`src/rtl/led_pwm_periph.sv`:
```
// LED / RGB PWM peripheral.
// A small register file (CTRL, DUTY, PRESCALE, STATUS) sits on a simple
// strobe bus. It drives a static LED and three PWM colour channels. The PWM
// timebase is a 16-bit prescaler feeding an 8-bit period counter. Duty values
// are double-buffered so that a period is never altered once it has started.
module led_pwm_periph #(
  parameter logic [15:0] PRESCALE_RST   = 16'd46,
  parameter bit          LED_ACTIVE_LOW = 1'b1
) (
  input  logic        clk,
  input  logic        rst,
  input  logic        wr_en,
  input  logic        rd_en,
  input  logic [3:0]  addr,
  input  logic [31:0] wdata,
  output logic [31:0] rdata,
  output logic        rvalid,
  output logic        LED,
  output logic        RGB_R,
  output logic        RGB_G,
  output logic        RGB_B
);

  // Register indices decoded from addr[3:2]; addr[1:0] is a byte offset and is ignored
  typedef enum logic [1:0] {
    REG_CTRL     = 2'd0,
    REG_DUTY     = 2'd1,
    REG_PRESCALE = 2'd2,
    REG_STATUS   = 2'd3
  } reg_sel_e;

  // Convert a logical "lit" request into the physical pin level
  function automatic logic pin_drive(input logic lit);
    return LED_ACTIVE_LOW ? ~lit : lit;
  endfunction

  // Compare a channel's shadow duty against the period counter
  function automatic logic pwm_lit(input logic en, input logic [7:0] cnt,
                                   input logic [7:0] duty);
    return en && (cnt < duty);
  endfunction

  reg_sel_e    sel;

  // Software-visible registers
  logic        ctrl_en;
  logic        ctrl_led;
  logic [23:0] duty;
  logic [15:0] prescale;
  logic        status_flag;

  // Timebase and shadow duties
  logic [15:0] psc_cnt;
  logic [7:0]  pwm_cnt;
  logic [7:0]  shadow_r;
  logic [7:0]  shadow_g;
  logic [7:0]  shadow_b;

  // Compare stage outputs (combinational, feed the pin flops)
  logic        psc_wrap_p0;
  logic        tick_p0;
  logic        boundary_p0;
  logic        lit_r_p0;
  logic        lit_g_p0;
  logic        lit_b_p0;
  logic        lit_led_p0;

  // Pin flops
  logic        led_p1;
  logic        rgb_r_p1;
  logic        rgb_g_p1;
  logic        rgb_b_p1;

  // Bus side
  logic        wr_ctrl;
  logic        wr_duty;
  logic        wr_prescale;
  logic        wr_status;
  logic [31:0] rd_mux;

  // Address bits and write-data bits that no register uses
  logic        unused_bits;

  assign sel         = reg_sel_e'(addr[3:2]);
  assign unused_bits = ^{addr[1:0], wdata[31:24]};

  assign wr_ctrl     = wr_en && (sel == REG_CTRL);
  assign wr_duty     = wr_en && (sel == REG_DUTY);
  assign wr_prescale = wr_en && (sel == REG_PRESCALE);
  assign wr_status   = wr_en && (sel == REG_STATUS);

  // Register write port; reset wins over a simultaneous write
  always_ff @(posedge clk) begin
    if (rst) begin
      ctrl_en  <= 1'b0;
      ctrl_led <= 1'b0;
      duty     <= 24'd0;
      prescale <= PRESCALE_RST;
    end else begin
      if (wr_ctrl) begin
        ctrl_en  <= wdata[0];
        ctrl_led <= wdata[1];
      end
      if (wr_duty) begin
        duty <= wdata[23:0];
      end
      if (wr_prescale) begin
        prescale <= wdata[15:0];
      end
    end
  end

  // ---- stage p0: timebase compare ----
  // Prescaler wraps at >= so a PRESCALE lowered below the running count wraps on the next cycle
  always_comb begin
    psc_wrap_p0 = (psc_cnt >= prescale);
    tick_p0     = ctrl_en && psc_wrap_p0;
    boundary_p0 = tick_p0 && (pwm_cnt == 8'hFF);
  end

  // Prescaler and PWM period counter, both held at zero while disabled
  always_ff @(posedge clk) begin
    if (rst || !ctrl_en) begin
      psc_cnt <= 16'd0;
      pwm_cnt <= 8'd0;
    end else begin
      psc_cnt <= psc_wrap_p0 ? 16'd0 : psc_cnt + 16'd1;
      if (tick_p0) begin
        pwm_cnt <= pwm_cnt + 8'd1;
      end
    end
  end

  // Shadow duties track DUTY while disabled, otherwise reload only at the period boundary
  always_ff @(posedge clk) begin
    if (rst) begin
      shadow_r <= 8'd0;
      shadow_g <= 8'd0;
      shadow_b <= 8'd0;
    end else if (!ctrl_en || boundary_p0) begin
      shadow_r <= duty[7:0];
      shadow_g <= duty[15:8];
      shadow_b <= duty[23:16];
    end
  end

  // Sticky period-boundary flag; a new boundary outranks a same-cycle clear so no event is lost
  always_ff @(posedge clk) begin
    if (rst) begin
      status_flag <= 1'b0;
    end else if (boundary_p0) begin
      status_flag <= 1'b1;
    end else if (wr_status) begin
      status_flag <= 1'b0;
    end
  end

  // Per-channel lit decision from the current count and shadow duty
  always_comb begin
    lit_r_p0   = pwm_lit(ctrl_en, pwm_cnt, shadow_r);
    lit_g_p0   = pwm_lit(ctrl_en, pwm_cnt, shadow_g);
    lit_b_p0   = pwm_lit(ctrl_en, pwm_cnt, shadow_b);
    lit_led_p0 = ctrl_led;
  end

  // ---- stage p1: pin flops, polarity applied here only ----
  // Registered pin drives; reset forces every pin dark
  always_ff @(posedge clk) begin
    if (rst) begin
      led_p1   <= pin_drive(1'b0);
      rgb_r_p1 <= pin_drive(1'b0);
      rgb_g_p1 <= pin_drive(1'b0);
      rgb_b_p1 <= pin_drive(1'b0);
    end else begin
      led_p1   <= pin_drive(lit_led_p0);
      rgb_r_p1 <= pin_drive(lit_r_p0);
      rgb_g_p1 <= pin_drive(lit_g_p0);
      rgb_b_p1 <= pin_drive(lit_b_p0);
    end
  end

  assign LED   = led_p1;
  assign RGB_R = rgb_r_p1;
  assign RGB_G = rgb_g_p1;
  assign RGB_B = rgb_b_p1;

  // Read multiplexer over the pre-write register contents
  always_comb begin
    rd_mux = 32'd0;
    unique case (sel)
      REG_CTRL:     rd_mux = {30'd0, ctrl_led, ctrl_en};
      REG_DUTY:     rd_mux = {8'd0, duty};
      REG_PRESCALE: rd_mux = {16'd0, prescale};
      REG_STATUS:   rd_mux = {23'd0, status_flag, pwm_cnt};
      default:      rd_mux = 32'd0;
    endcase
  end

  // Read response: one-cycle rvalid pulse, rdata held between reads
  always_ff @(posedge clk) begin
    if (rst) begin
      rvalid <= 1'b0;
      rdata  <= 32'd0;
    end else begin
      rvalid <= rd_en;
      if (rd_en) begin
        rdata <= rd_mux;
      end
    end
  end

endmodule
```
`config.mk`:
```
export PLATFORM = sky130hd
export DESIGN_NAME = led_pwm_periph
export DESIGN_NICKNAME = d
export VERILOG_FILES = /design/src/rtl/led_pwm_periph.sv
export SDC_FILE = /design/constraint.sdc
export NUM_CORES = 1
export LEC_CHECK = 0
export BUFFER_PORTS_ARGS = -buffer_cell sky130_fd_sc_hd__buf_2
export CAP_MARGIN = 25
export CORE_MARGIN = 8
export CORE_UTILIZATION = 25
export DETAILED_ROUTE_END_ITERATION = 6
export PLACE_DENSITY = 0.44
export SLEW_MARGIN = 20
export SYNTH_ARGS = -nofsm -noshare
export SYNTH_HDL_FRONTEND = slang
export SYNTH_SLANG_ARGS = --single-unit
```
`constraint.sdc`:
```
create_clock -name clk -period 6.83 [get_ports clk]
set_clock_uncertainty 0.1 [all_clocks]
set_input_delay 1.366 -clock clk [delete_from_list [all_inputs] [get_ports clk]]
set_output_delay 1.366 -clock clk [all_outputs]
set_load 0.05 [all_outputs]
```
==> flow_summary.yaml, run 1 <==
power:
  leakage_nw: 2.73
  vdd_drop_max_mv: 0.130
  p_total_mw: 1.86
  cellPowerDensity_nw_per_um2: 271
sta:
  setup_tns_ps: 0
  fmax_mhz: 325
  layout_setup_ws_ps: 3750
  rsz0062_at_grt: "no"
  fin_hold_ws_ps: 324
  hold_violations: 0
  max_slew_margin: 0.316
  fin_crit_sh: 0.451
  tightest_slew_ps: 1030
  timing.final.crit_period_ps: 3080
  finalSetupViolCount: 0
  slew_viol_final: 0
worst_hold_path:
  whs_endpoint: "LED"
  min_path_cells: 1
  hp-start: "ctrl_led"
  min_path_type: "reg -> reg"
clocking:
  clk_pin_slew_ps: 60
  cts_tree: "built"
  cts_buffers: 17
  post-cts-setup-buffers: 0
  cts_hold_buffers: 0
  htree_levels: 4
  ctsResizeCount: 0
  worst_skew_pair.late_latency_ps: 420
  clkSinkCount: 120
  clock_path_buffers: 2
  cts-root-buf: "clkbuf_16"
critical_path:
  critPathKind: "in -> reg"
  r2r-end: "shadow_b[1]"
  r2r_start: "prescale[15]"
  r2r_cells: 9
  crit_arrival_ps: 3280
  endpoint_kind: "flip-flop"
  cp_max_fo: 20
  r2r_slack_ps: 3860
  start_kind: "input pin"
  required_ps: 7030
drt:
  drt-vias-per-instance: 4.42
  drtIter0Drc: 218
  drc: 0
  routed_wl_mm: 14.8
  drt-pass1-iter-count: 4
  avgRoutedWirePerCell_um: 14.9
  vias: 4407
  antenna_left: 0
placed_design:
  post-place-cells: 964
  place_ws_ps: 3320
  gp_congestion: 0.716
  numPortBuffers: 58
  postPlaceCellArea_sq_um: 6190
  detailed_place_hpwl_mm: 10.6
grt:
  antenna_found_initial: 0
  track_usage: 0.109
  grt_pass1_vias: 4395
  grt.overflow.total: 0
  grt_start_max_net_pins: 94
  grt_pass1_wl_mm: 24.2
run_status:
  run_status: "completed"
die:
  start_util: 0.253
  rows: 55
  ios: 77
  die_area_sq_um: 28000
  core_sq_um: 22600
  dieHeight_um: 167
  die_x_um: 167
synth:
  synth_top_family_by_area: "simple AND/OR/NAND/NOR gates"
  synthMuxAreaShare: 0.0551
  yosys.area_share.simple: 0.195
  ys_types: 51
  yosysSeqAreaShare: 0.420
  synth_xor_area_frac: 0.0291
  ys_ff_latch: 120
  synth_compound_area_frac: 0.146
  syn_area_per_cell_sq_um: 8.75
  yosysWarnings: 0
  synth_area_sq_um: 5720
  synthCells: 654
  synth_fa_ha_area_frac: 0.0853
cells_and_area:
  finish.utilization: 0.304
  final_common_cell: "dfxtp_1"
  syn_to_final_growth_pct: 19.7
  diodes: 0
  drive_gt1_frac: 0.166
  layout_common_cells: "dfxtp_1 (120), nand2_1 (95), nor2_1 (66)"
  stdcell_count: 996
  finalInstanceArea_sq_um: 6850
  fillers: 2476
  fin_nets: 777
job:
  maxCapViolations: 0
-- area by class of cell --
cell class,instances,area (sq um),area share
Multi-Input combinational cell,455,2950,0.431
Tap cell,285,357,0.0520
Clock buffer,22,494,0.0721
Inverter,43,161,0.0236
Clock inverter,10,165,0.0241
Sequential cell,120,2400,0.351
Timing Repair Buffer,61,320,0.0467
-- worst max-delay path, stage by stage --
cell     delay, ps
buf_2          250
nor2b_1        580
and2_1         700
nor2_1          80
a211o_1        280
-- per-layer routing --
metal	vias up	wire length [um]	global-route usage
met4	0	235	0.0419
met1	2035	7560	0.144
met2	60	6520	0.166
li1	2294	-	-
met3	18	515	0.0306
met5	-	0	0
-- cell families (layout without fill, tap and decap cells) --
| kind of cell | after synthesis | after routing |
|---|---|---|
| other cells | 1 | 8 |
| flops | 120 | 120 |
| compound gates | 127 | 127 |
| xor+xnor | 19 | 19 |
| mux | 29 | 29 |
| simple gates | 233 | 233 |
| buf+inv | 86 | 136 |
| fa+ha+maj | 39 | 39 |
-- sequential cells by signal, summed over array words and instances (netlist names), 8 cells and up --
register	cells
duty	24
rdata	24
prescale	16
psc_cnt	16
pwm_cnt	8
shadow_b	8
shadow_g	8
shadow_r	8
-- where the power goes --
group | internal [mW] | switching, mW
clock network | 0.659 | 0.335
registers | 0.718 | 0.0112
logic | 0.0395 | 0.0940
total | 1.42 | 0.440
-- worst max-delay path by stage --
stage / end / from / slack [ps]
floorplan: duty[0] / addr[2] / 4040
global placement: prescale[1] / addr[3] / 3320
detailed placement: prescale[1] / addr[3] / 3320
CTS: prescale[2] / addr[3] / 3760
global route: prescale[3] / addr[3] / 3570
finish: prescale[2] / addr[3] / 3750
-- Yosys cell counts (all sizes together) --
library cell | count | area [sq um]
nand2 | 96 | 368
o22ai | 1 | 6.26
o21ai | 16 | 80.1
and4 | 2 | 17.5
a22oi | 15 | 126
xor2 | 10 | 87.6
nor3 | 1 | 5.00
a21boi | 1 | 7.51
or2 | 2 | 12.5
a311oi | 1 | 15.0
a31o | 2 | 17.5
inv | 43 | 161
a21oi | 57 | 297
a2111o | 1 | 11.3
nand4 | 5 | 37.5
and3 | 5 | 31.3
and2 | 3 | 18.8
nand3 | 18 | 90.1
nor2b | 3 | 18.8
conb | 1 | 3.75
nor3b | 1 | 7.51
ha | 39 | 488
xnor2 | 9 | 78.8
clkbuf | 28 | 105
or4 | 3 | 22.5
a31oi | 1 | 21.3
nor4 | 4 | 40.0
mux4 | 2 | 45.0
nor2 | 76 | 350
a211o | 4 | 35.0
a211oi | 19 | 143
a21o | 6 | 45.0
nand2b | 13 | 88.8
dfxtp | 120 | 2400
buf | 15 | 128
o311a | 3 | 30.0
mux2i | 27 | 270
or2b | 1 | 8.76
(Power assumes the default switching activity.)
==> run 2: changes to the inputs <==
--- a/config.mk
+++ b/config.mk
@@ -5,6 +5,7 @@
 export SDC_FILE = /design/constraint.sdc
 export NUM_CORES = 1
 export LEC_CHECK = 0
+export ABC_AREA = 1
 export BUFFER_PORTS_ARGS = -buffer_cell sky130_fd_sc_hd__buf_2
 export CAP_MARGIN = 25
 export CORE_MARGIN = 8
==> constraint.sdc (replaced) <==
create_clock -name clk -period 3.25 [get_ports clk]
set_clock_uncertainty 0.1 [all_clocks]
set_input_delay 0.65 -clock clk [delete_from_list [all_inputs] [get_ports clk]]
set_output_delay 0.65 -clock clk [all_outputs]
set_load 0.05 [all_outputs]
==> run 2 against run 1 <==
  * Clock power rose by 100%
  * Non-clock buffer count rose by 7
  * Synthesized cell count grew 17%
  * Sequential power up 110%
  * Critical path depth up 4
==> flow_summary.yaml, run 2 <==
placed_design:
  gp_congestion: 0.741
  postPlaceCellArea_sq_um: 6470
  numPortBuffers: 58
  detailed_place_hpwl_mm: 11.6
critical_path:
  start_kind: "flip-flop"
  crit_arrival_ps: 2730
  r2r_start: "psc_cnt[11]"
  critPathKind: "reg -> reg"
  r2r_slack_ps: 780
  r2r_cells: 9
  required_ps: 3510
  endpoint_kind: "flip-flop"
  startpoint: "psc_cnt[11]"
  cp_max_fo: 18
clocking:
  htree_levels: 4
  clk_pin_slew_ps: 60
  clkSinkCount: 120
  worst_skew_pair.late_latency_ps: 430
  cts_buffers: 17
  post-cts-setup-buffers: 0
  clock_path_buffers: 2
  ctsResizeCount: 0
  cts_hold_buffers: 0
  cts_tree: "built"
  cts-root-buf: "clkbuf_16"
synth:
  syn_area_per_cell_sq_um: 7.74
  yosysMostFrequentCell: "nand2_1"
  netlist_top_cells_area: "dfxtp_1 (41%), ha_1 (8.3%), nand2_1 (7.8%), a21oi_1 (6.3%), inv_1 (6.2%)"
  ys.flop_type: "dfxtp_1"
  netlist_top_cells_count: "nand2_1 (123), dfxtp_1 (120), inv_1 (98)"
  ys_ff_latch: 120
  synthCells: 764
  yosysWarnings: 0
  synth_top_area_share: 0.406
  yosysSeqAreaShare: 0.406
  synth_edf_count: 0
  ys_async_sr_fraction: 0
  synth_largest_area_cell: "dfxtp_1"
  ys_types: 42
  synth_area_sq_um: 5910
cells_and_area:
  fin_nets: 894
  reg.largest.list: "duty x24, rdata x24"
  final_common_cell: "nand2_1"
  finish.utilization: 0.304
  drive_gt1_frac: 0.188
  syn_to_final_growth_pct: 20.1
  finalInstanceArea_sq_um: 7100
  diodes: 0
  seqCellArea_sq_um: 2400
  fillers: 2558
  layout_common_cells: "nand2_1 (123), dfxtp_1 (120), inv_1 (98)"
  multi_input_comb_area_sq_um: 2900
sta:
  max_slew_margin: 0.566
  hold_violations: 0
  finalSetupViolCount: 0
  fin_crit_sh: 0.760
  rsz0062_at_grt: "no"
  setup_tns_ps: 0
  tightest_slew_ps: 650
  fin_hold_ws_ps: 339
  slew_viol_final: 0
  timing.final.crit_period_ps: 2470
  fmax_mhz: 405
die:
  core_sq_um: 23300
  die_area_sq_um: 28800
  rows: 56
  ios: 77
  die_x_um: 170
  dieHeight_um: 170
  start_util: 0.253
run_status:
  run_status: "completed"
grt:
  grt_pass1_vias: 4809
  antenna_found_initial: 0
  grt_pass1_wl_mm: 26.0
  track_usage: 0.116
  grt_start_max_net_pins: 42
  grt.overflow.total: 0
drt:
  vias: 4928
  drt-pass1-iter-count: 4
  drtIter0Drc: 243
  drt-vias-per-instance: 4.30
  drc: 0
  antenna_left: 0
  routed_wl_mm: 16.1
  avgRoutedWirePerCell_um: 14.0
power:
  p_total_mw: 3.94
  cellPowerDensity_nw_per_um2: 555
  vdd_drop_max_mv: 0.366
  leakage_nw: 2.93
worst_hold_path:
  min_path_cells: 1
  hp-start: "ctrl_led"
  min_path_type: "reg -> reg"
job:
  maxCapViolations: 0
==> run 2: kinds of logic (layout without fill, tap and decap cells) <==
logic type | after synthesis | count (layout) | share of synthesized area
AND/OR/NAND/NOR | 287 | 287 | 0.237
AO/OA/AOI/OAI | 160 | 160 | 0.151
buffers and inverters | 147 | 204 | 0.107
flip-flops | 120 | 120 | 0.406
adder cells (fa/ha/maj) | 39 | 39 | 0.0825
XOR/XNOR | 10 | 10 | 0.0148
other | 1 | 8 | 0.000634
==> run 2: worst paths after layout <==
| kind | end |
|---|---|
| min reg2reg | LED |
| max reg2reg | shadow_r[5] |
| max | shadow_r[5] |
| min | LED |
==> run 2: worst max-delay path, cell delays in order, from the launching register on <==
cell     delay [ps]
dfxtp_1         420
ha_1            290
a21oi_1         160
o21ai_1          90
a21oi_2         240
nand2_4         170
a21oi_4         510
buf_4           250
nor2_1           60
nor2_2           90
==> run 2: cell type report <==
cell class	instances	share of cell area
multi-input combinational	504	0.409
inverter	104	0.0550
clock buffer	17	0.0599
timing repair buffer	68	0.0532
tap	319	0.0562
sequential	120	0.338
clock inverter	15	0.0284
==> run 2: layer usage <==
metal,up-vias,part of all wire,GRT usage
met1,2247,0.47,0.141
li1,2584,-,-
met3,22,0.029,0.0247
met5,-,0,0
met2,75,0.48,0.194
met4,0,0.022,0.0508
==> run 2: through the flow <==
stage / std cells / setup slack (ps)
finish: 1147 / 780
global route: 1147 / 567
CTS: 1147 / 785
detailed placement: 1115 / 797
global placement: 1115 / 803
floorplan: 771 / 1360
==> run 2: power breakdown <==
group | switching, mW | internal, mW
Clock | 0.723 | 1.28
Sequential | 0.0237 | 1.53
Combinational | 0.275 | 0.110
Total | 1.02 | 2.92
